<file path="src/rtl/spi_rx_sequencer.sv">
// Master-side SPI mode-0 receiver: frames SIZE bits LSB-first from the driver
// and hands the word to the motion logic over a valid/ready port with overrun flag.

module spi_rx_sipo #(
    parameter int SIZE = 8
) (
    input  logic            clk,
    input  logic            rst,
    input  logic            en,
    input  logic            data_in,
    output logic [SIZE-1:0] data
);
    // Right shift with insertion at the MSB: the first bit received ends in bit 0.
    always_ff @(posedge clk or posedge rst) begin
        if (rst) begin
            data <= '0;
        end else if (en) begin
            data <= {data_in, data[SIZE-1:1]};
        end
    end
endmodule

module spi_rx_sequencer #(
    parameter int SIZE    = 8,
    parameter int CLK_DIV = 2
) (
    input  logic            clk_in,
    input  logic            rst_in,
    input  logic            start_in,
    input  logic            miso_in,
    input  logic            ready_in,
    output logic            sclk_out,
    output logic            cs_n_out,
    output logic [SIZE-1:0] r_data_out,
    output logic            valid_out,
    output logic            busy_out,
    output logic            overrun_out
);
    localparam int BIT_W = $clog2(SIZE + 1);
    localparam int DIV_W = (CLK_DIV > 1) ? $clog2(CLK_DIV) : 1;

    localparam logic [2:0] IDLE  = 3'd0;
    localparam logic [2:0] SETUP = 3'd1;
    localparam logic [2:0] LOW   = 3'd2;
    localparam logic [2:0] HIGH  = 3'd3;
    localparam logic [2:0] HOLD  = 3'd4;

    logic [2:0]       state;
    logic [2:0]       state_nx;
    logic [BIT_W-1:0] bit_cnt;
    logic [DIV_W-1:0] div_cnt;
    logic             div_last;
    logic             shift_en;
    logic             done;
    logic [SIZE-1:0]  sipo_data;

    assign div_last = (div_cnt == DIV_W'(CLK_DIV - 1));

    always_comb begin
        state_nx = state;
        shift_en = 1'b0;
        done     = 1'b0;
        case (state)
            IDLE:  if (start_in) state_nx = SETUP;
            SETUP: if (div_last) state_nx = LOW;
            LOW:   if (div_last) state_nx = HIGH;
            HIGH: begin
                if (div_last) begin
                    shift_en = 1'b1;
                    state_nx = (bit_cnt == BIT_W'(SIZE - 1)) ? HOLD : LOW;
                end
            end
            HOLD: begin
                if (div_last) begin
                    done     = 1'b1;
                    state_nx = IDLE;
                end
            end
            default: state_nx = IDLE;
        endcase
    end

    // Every non-idle state ends on its last divider cycle, so the divider
    // restarts exactly when the state changes.
    always_ff @(posedge clk_in or posedge rst_in) begin
        if (rst_in) begin
            state   <= IDLE;
            div_cnt <= '0;
            bit_cnt <= '0;
        end else begin
            state <= state_nx;
            if (state != IDLE && !div_last) begin
                div_cnt <= div_cnt + DIV_W'(1);
            end else begin
                div_cnt <= '0;
            end
            if (state == IDLE) begin
                bit_cnt <= '0;
            end else if (shift_en) begin
                bit_cnt <= bit_cnt + BIT_W'(1);
            end
        end
    end

    spi_rx_sipo #(.SIZE(SIZE)) u_sipo (
        .clk     (clk_in),
        .rst     (rst_in),
        .en      (shift_en),
        .data_in (miso_in),
        .data    (sipo_data)
    );

    // Pin and status outputs are registered from the next state.
    always_ff @(posedge clk_in or posedge rst_in) begin
        if (rst_in) begin
            sclk_out <= 1'b0;
            cs_n_out <= 1'b1;
            busy_out <= 1'b0;
        end else begin
            sclk_out <= (state_nx == HIGH);
            cs_n_out <= (state_nx == IDLE);
            busy_out <= (state_nx != IDLE);
        end
    end

    // Output handshake: valid_out && ready_in consumes; a completion always wins.
    always_ff @(posedge clk_in or posedge rst_in) begin
        if (rst_in) begin
            r_data_out  <= '0;
            valid_out   <= 1'b0;
            overrun_out <= 1'b0;
        end else begin
            if (done) begin
                r_data_out <= sipo_data;
                valid_out  <= 1'b1;
                if (valid_out && !ready_in) begin
                    overrun_out <= 1'b1;
                end
            end else begin
                if (valid_out && ready_in) begin
                    valid_out <= 1'b0;
                end
                if (state == IDLE && start_in) begin
                    overrun_out <= 1'b0;
                end
            end
        end
    end
endmodule

</file>
<file path="config.mk">
export PLATFORM = sky130hd
export DESIGN_NAME = spi_rx_sequencer
export DESIGN_NICKNAME = d
export VERILOG_FILES = /design/src/rtl/spi_rx_sequencer.sv
export SDC_FILE = /design/constraint.sdc
export NUM_CORES = 1
export LEC_CHECK = 0
export BUFFER_PORTS_ARGS = -buffer_cell sky130_fd_sc_hd__buf_2
export CORE_AREA = 5 5 67 69
export DETAILED_ROUTE_END_ITERATION = 8
export DIE_AREA = 0 0 72 74
export SLEW_MARGIN = 5
export SYNTH_ARGS = -nofsm -noshare
export SYNTH_HDL_FRONTEND = slang
export SYNTH_HIERARCHICAL = 1
export SYNTH_SLANG_ARGS = --single-unit
</file>
<file path="constraint.sdc">
create_clock -name clk_in -period 3.13 [get_ports clk_in]
set_clock_uncertainty 0.2 [all_clocks]
set_input_delay 0.4695 -clock clk_in [delete_from_list [all_inputs] [get_ports clk_in]]
set_output_delay 0.4695 -clock clk_in [all_outputs]
set_load 0.01 [all_outputs]
</file>
==> impl_metrics.yaml <==
worst_setup_path:
  path_cells: "and3b_2 -> nand2_1 -> inv_1 -> mux2_4"
  crit_type: "register to register"
  cp_slowest_cell: "dfrtp_1"
  reg2reg_to: "u_sipo/data[0]$_DFFE_PP0P_"
  r2r-start: "state[1]$_DFF_PP0_"
  worstPathRequired_ns: 3.09
  r2r_cells: 4
  cp_max_fo: 10
  cp_data_arrival_time_ns: 1.93
  timing.reg2reg.setup_slack_ns: 1.15
  crit_path_start_kind: "register"
  endpoint_kind: "register"
  critPathMaxStageDelay_ns: 0.59
final_layout:
  finalInstanceArea_mm2: 0.00149
  nets: 124
  layout-drive-gt1-share_pct: 37.0
  area_delta_synth_final_pct: 14.5
  antenna_cells: 0
  fin_util_pct: 38.5
  layout_common_cells: "dfrtp_1, buf_2, mux2_2, mux2_4, inv_1"
  fillers: 383
  layout_commonest_cell: "dfrtp_1"
yosys:
  ys.flop_type: "dfrtp_1"
  async_reset_ff_share_pct: 100
  synth_nets: 105
  synth_area_mm2: 0.00130
  ys_seq_area_share_pct: 56.0
  synth_edf_count: 0
  yosysUniqueCellTypes: 36
  ys.warnings.count: 6
  syn_avg_cell_area_um2: 13.1
  synth-seq-cells: 29
  netlist_instances: 99
cts:
  clkSlewWorstSetupHoldPaths_ns: 0.06
  cts_max_path_buffers: 2
  clk_latency_ns: 0.27
  root_buffer: "clkbuf_8"
  cts_tree: "done"
  cts_num_sinks: 29
  htree_num_levels: 2
  cts_made_buffers: 5
sta:
  setup_tns_ns: 0
  hold_ws_ns: 0.237
  fmax_mhz: 506
  tightest_slew_ns: 0.802
  rsz0062_at_grt: "no"
  hold_viol_final: 0
  slew_viol_final: 0
  setup_viol: 0
  fin_crit_ns: 1.98
  fin_crit_sh_pct: 63.2
  max_slew_margin_pct: 46.4
global_route:
  overflow: 0
  first_global_vias: 803
  grtUsageTotal_pct: 9.28
  grt_antenna_before_repair: 0
  grt_pass1_wl_um: 3660
  grt_max_degree: 22
pwr:
  clock_power_share_pct: 21.3
  peakVddDrop_mv: 0.190
  power_switching_mw: 0.428
  p_seq_share_pct: 47.2
  p_int_mw: 0.896
  pwr-share-comb_pct: 31.5
  power_leakage_nw: 0.742
  swShare_pct: 32.3
  p_total_mw: 1.32
  powerDensity_mw_per_mm2: 891
placed_design:
  dpl_cell_area_mm2: 0.00140
  portBuffers: 17
  dp_hpwl_um: 1590
  finalWeightedCongestion: 0.838
floorplanning:
  io_pins: 18
  rows: 23
  initial_core_util_pct: 33.6
  die_y_um: 74
  die_x_um: 72
  core_mm2: 0.00386
  die_area_mm2: 0.00533
route:
  wl_per_cell_um: 12.9
  drt_wl_total_um: 2190
  dr.pass1.iters: 4
  drcViolationCount: 0
  first_iter_violations: 42
  vias: 809
  viasPerCell: 4.79
  ant_nets: 0
worst_hold_path:
  holdCritStartpoint: "miso_in"
  min_path_cells: 2
  hold-path-endpoint: "u_sipo/data[7]$_DFFE_PP0P_"
  hold_path.class: "primary input to register"
job:
  max_cap_viol_count: 0
outcome:
  status: "finished clean"
cell type report:
type	instances	area (um2)	share of cell area, %
clock buffer	8	80.1	5.39
inverter	8	35.0	2.36
multi-input combinational	56	485	32.7
sequential	29	727	48.9
tap	50	62.6	4.21
timing repair buffer	18	95.1	6.40
logic make-up after synthesis:
family | synth area share [%]
XOR/XNOR | 0.675
AO/OA/AOI/OAI | 8.49
adder cells (fa/ha/maj) | 0.964
flip-flops | 56.0
multiplexers | 18.6
buffers and inverters | 6.56
AND/OR/NAND/NOR | 8.68
registers in the layout (all words and copies together) (netlist names):
name	flops
sclk_out	1
u_sipo/data	8
overrun_out	1
bit_cnt	4
div_cnt	1
valid_out	1
cs_n_out	1
busy_out	1
r_data_out	8
state	3
stage by stage:
step / cells / worst slack (ns)
2_1_floorplan: 99 / 1.55
3_3_place_gp: 160 / 1.23
3_5_place_dp: 160 / 1.16
4_1_cts: 169 / 1.15
5_1_grt: 169 / 1.05
6_report: 169 / 1.15
routing by layer:
| layer | global-route usage, % | wire length [um] | vias up |
|---|---|---|---|
| met3 | 4.46 | 133 | 5 |
| li1 | - | - | 385 |
| met5 | 0 | 0 | - |
| met4 | 6.05 | 65 | 0 |
| met2 | 14.1 | 1010 | 21 |
| met1 | 10.5 | 971 | 398 |
worst max-delay path: cells and delay by family (launching register included):
family	cells	cell delay (ns)
buffers and inverters	1	0.36
DFF	1	0.59
muxes	1	0.34
and+or+nand+nor	2	0.37
worst max-delay path by stage:
stage	start	cells after the start	endpoint
floorplan	div_cnt$_DFF_PP0_	6	u_sipo/data[0]$_DFFE_PP0P_
global route	state[1]$_DFF_PP0_	4	u_sipo/data[0]$_DFFE_PP0P_
detailed placement	state[1]$_DFF_PP0_	4	u_sipo/data[0]$_DFFE_PP0P_
global placement	state[1]$_DFF_PP0_	4	u_sipo/data[7]$_DFFE_PP0P_
finish	state[1]$_DFF_PP0_	4	u_sipo/data[0]$_DFFE_PP0P_
CTS	state[1]$_DFF_PP0_	4	u_sipo/data[0]$_DFFE_PP0P_
synthesized netlist by cell type (2+ instances only):
library cell,n,area (um2)
dfrtp_1,28,701
mux2_2,9,101
mux2_4,8,120
inv_1,7,26.3
nand2_1,4,15.0
buf_6,3,33.8
nand3_1,3,15.0
nor2_1,3,11.3
nor3_1,3,15.0
a21o_1,2,15.0
mux2i_1,2,20.0
nand4_1,2,12.5
o211ai_1,2,15.0
timing repair:
| item | 4_1_cts | 5_1_grt |
|---|---|---|
| hold buffers | 1 | 0 |
| setup buffers | 0 | 0 |
| gates resized for setup | 0 | 0 |
| hold endpoints to repair | 8 | 0 |
power by group through the flow:
| stage | clock (mW) | combinational, mW | sequential, mW |
|---|---|---|---|
| after floorplan | 0 | 0.435 | 0.558 |
| after global placement | 0 | 0.410 | 0.624 |
| after detailed placement | 0 | 0.422 | 0.629 |
| after CTS | 0.295 | 0.424 | 0.623 |
| after global routing | 0.310 | 0.461 | 0.642 |
| final | 0.282 | 0.417 | 0.624 |
No activity file was read; power rests on OpenSTA's default activity.
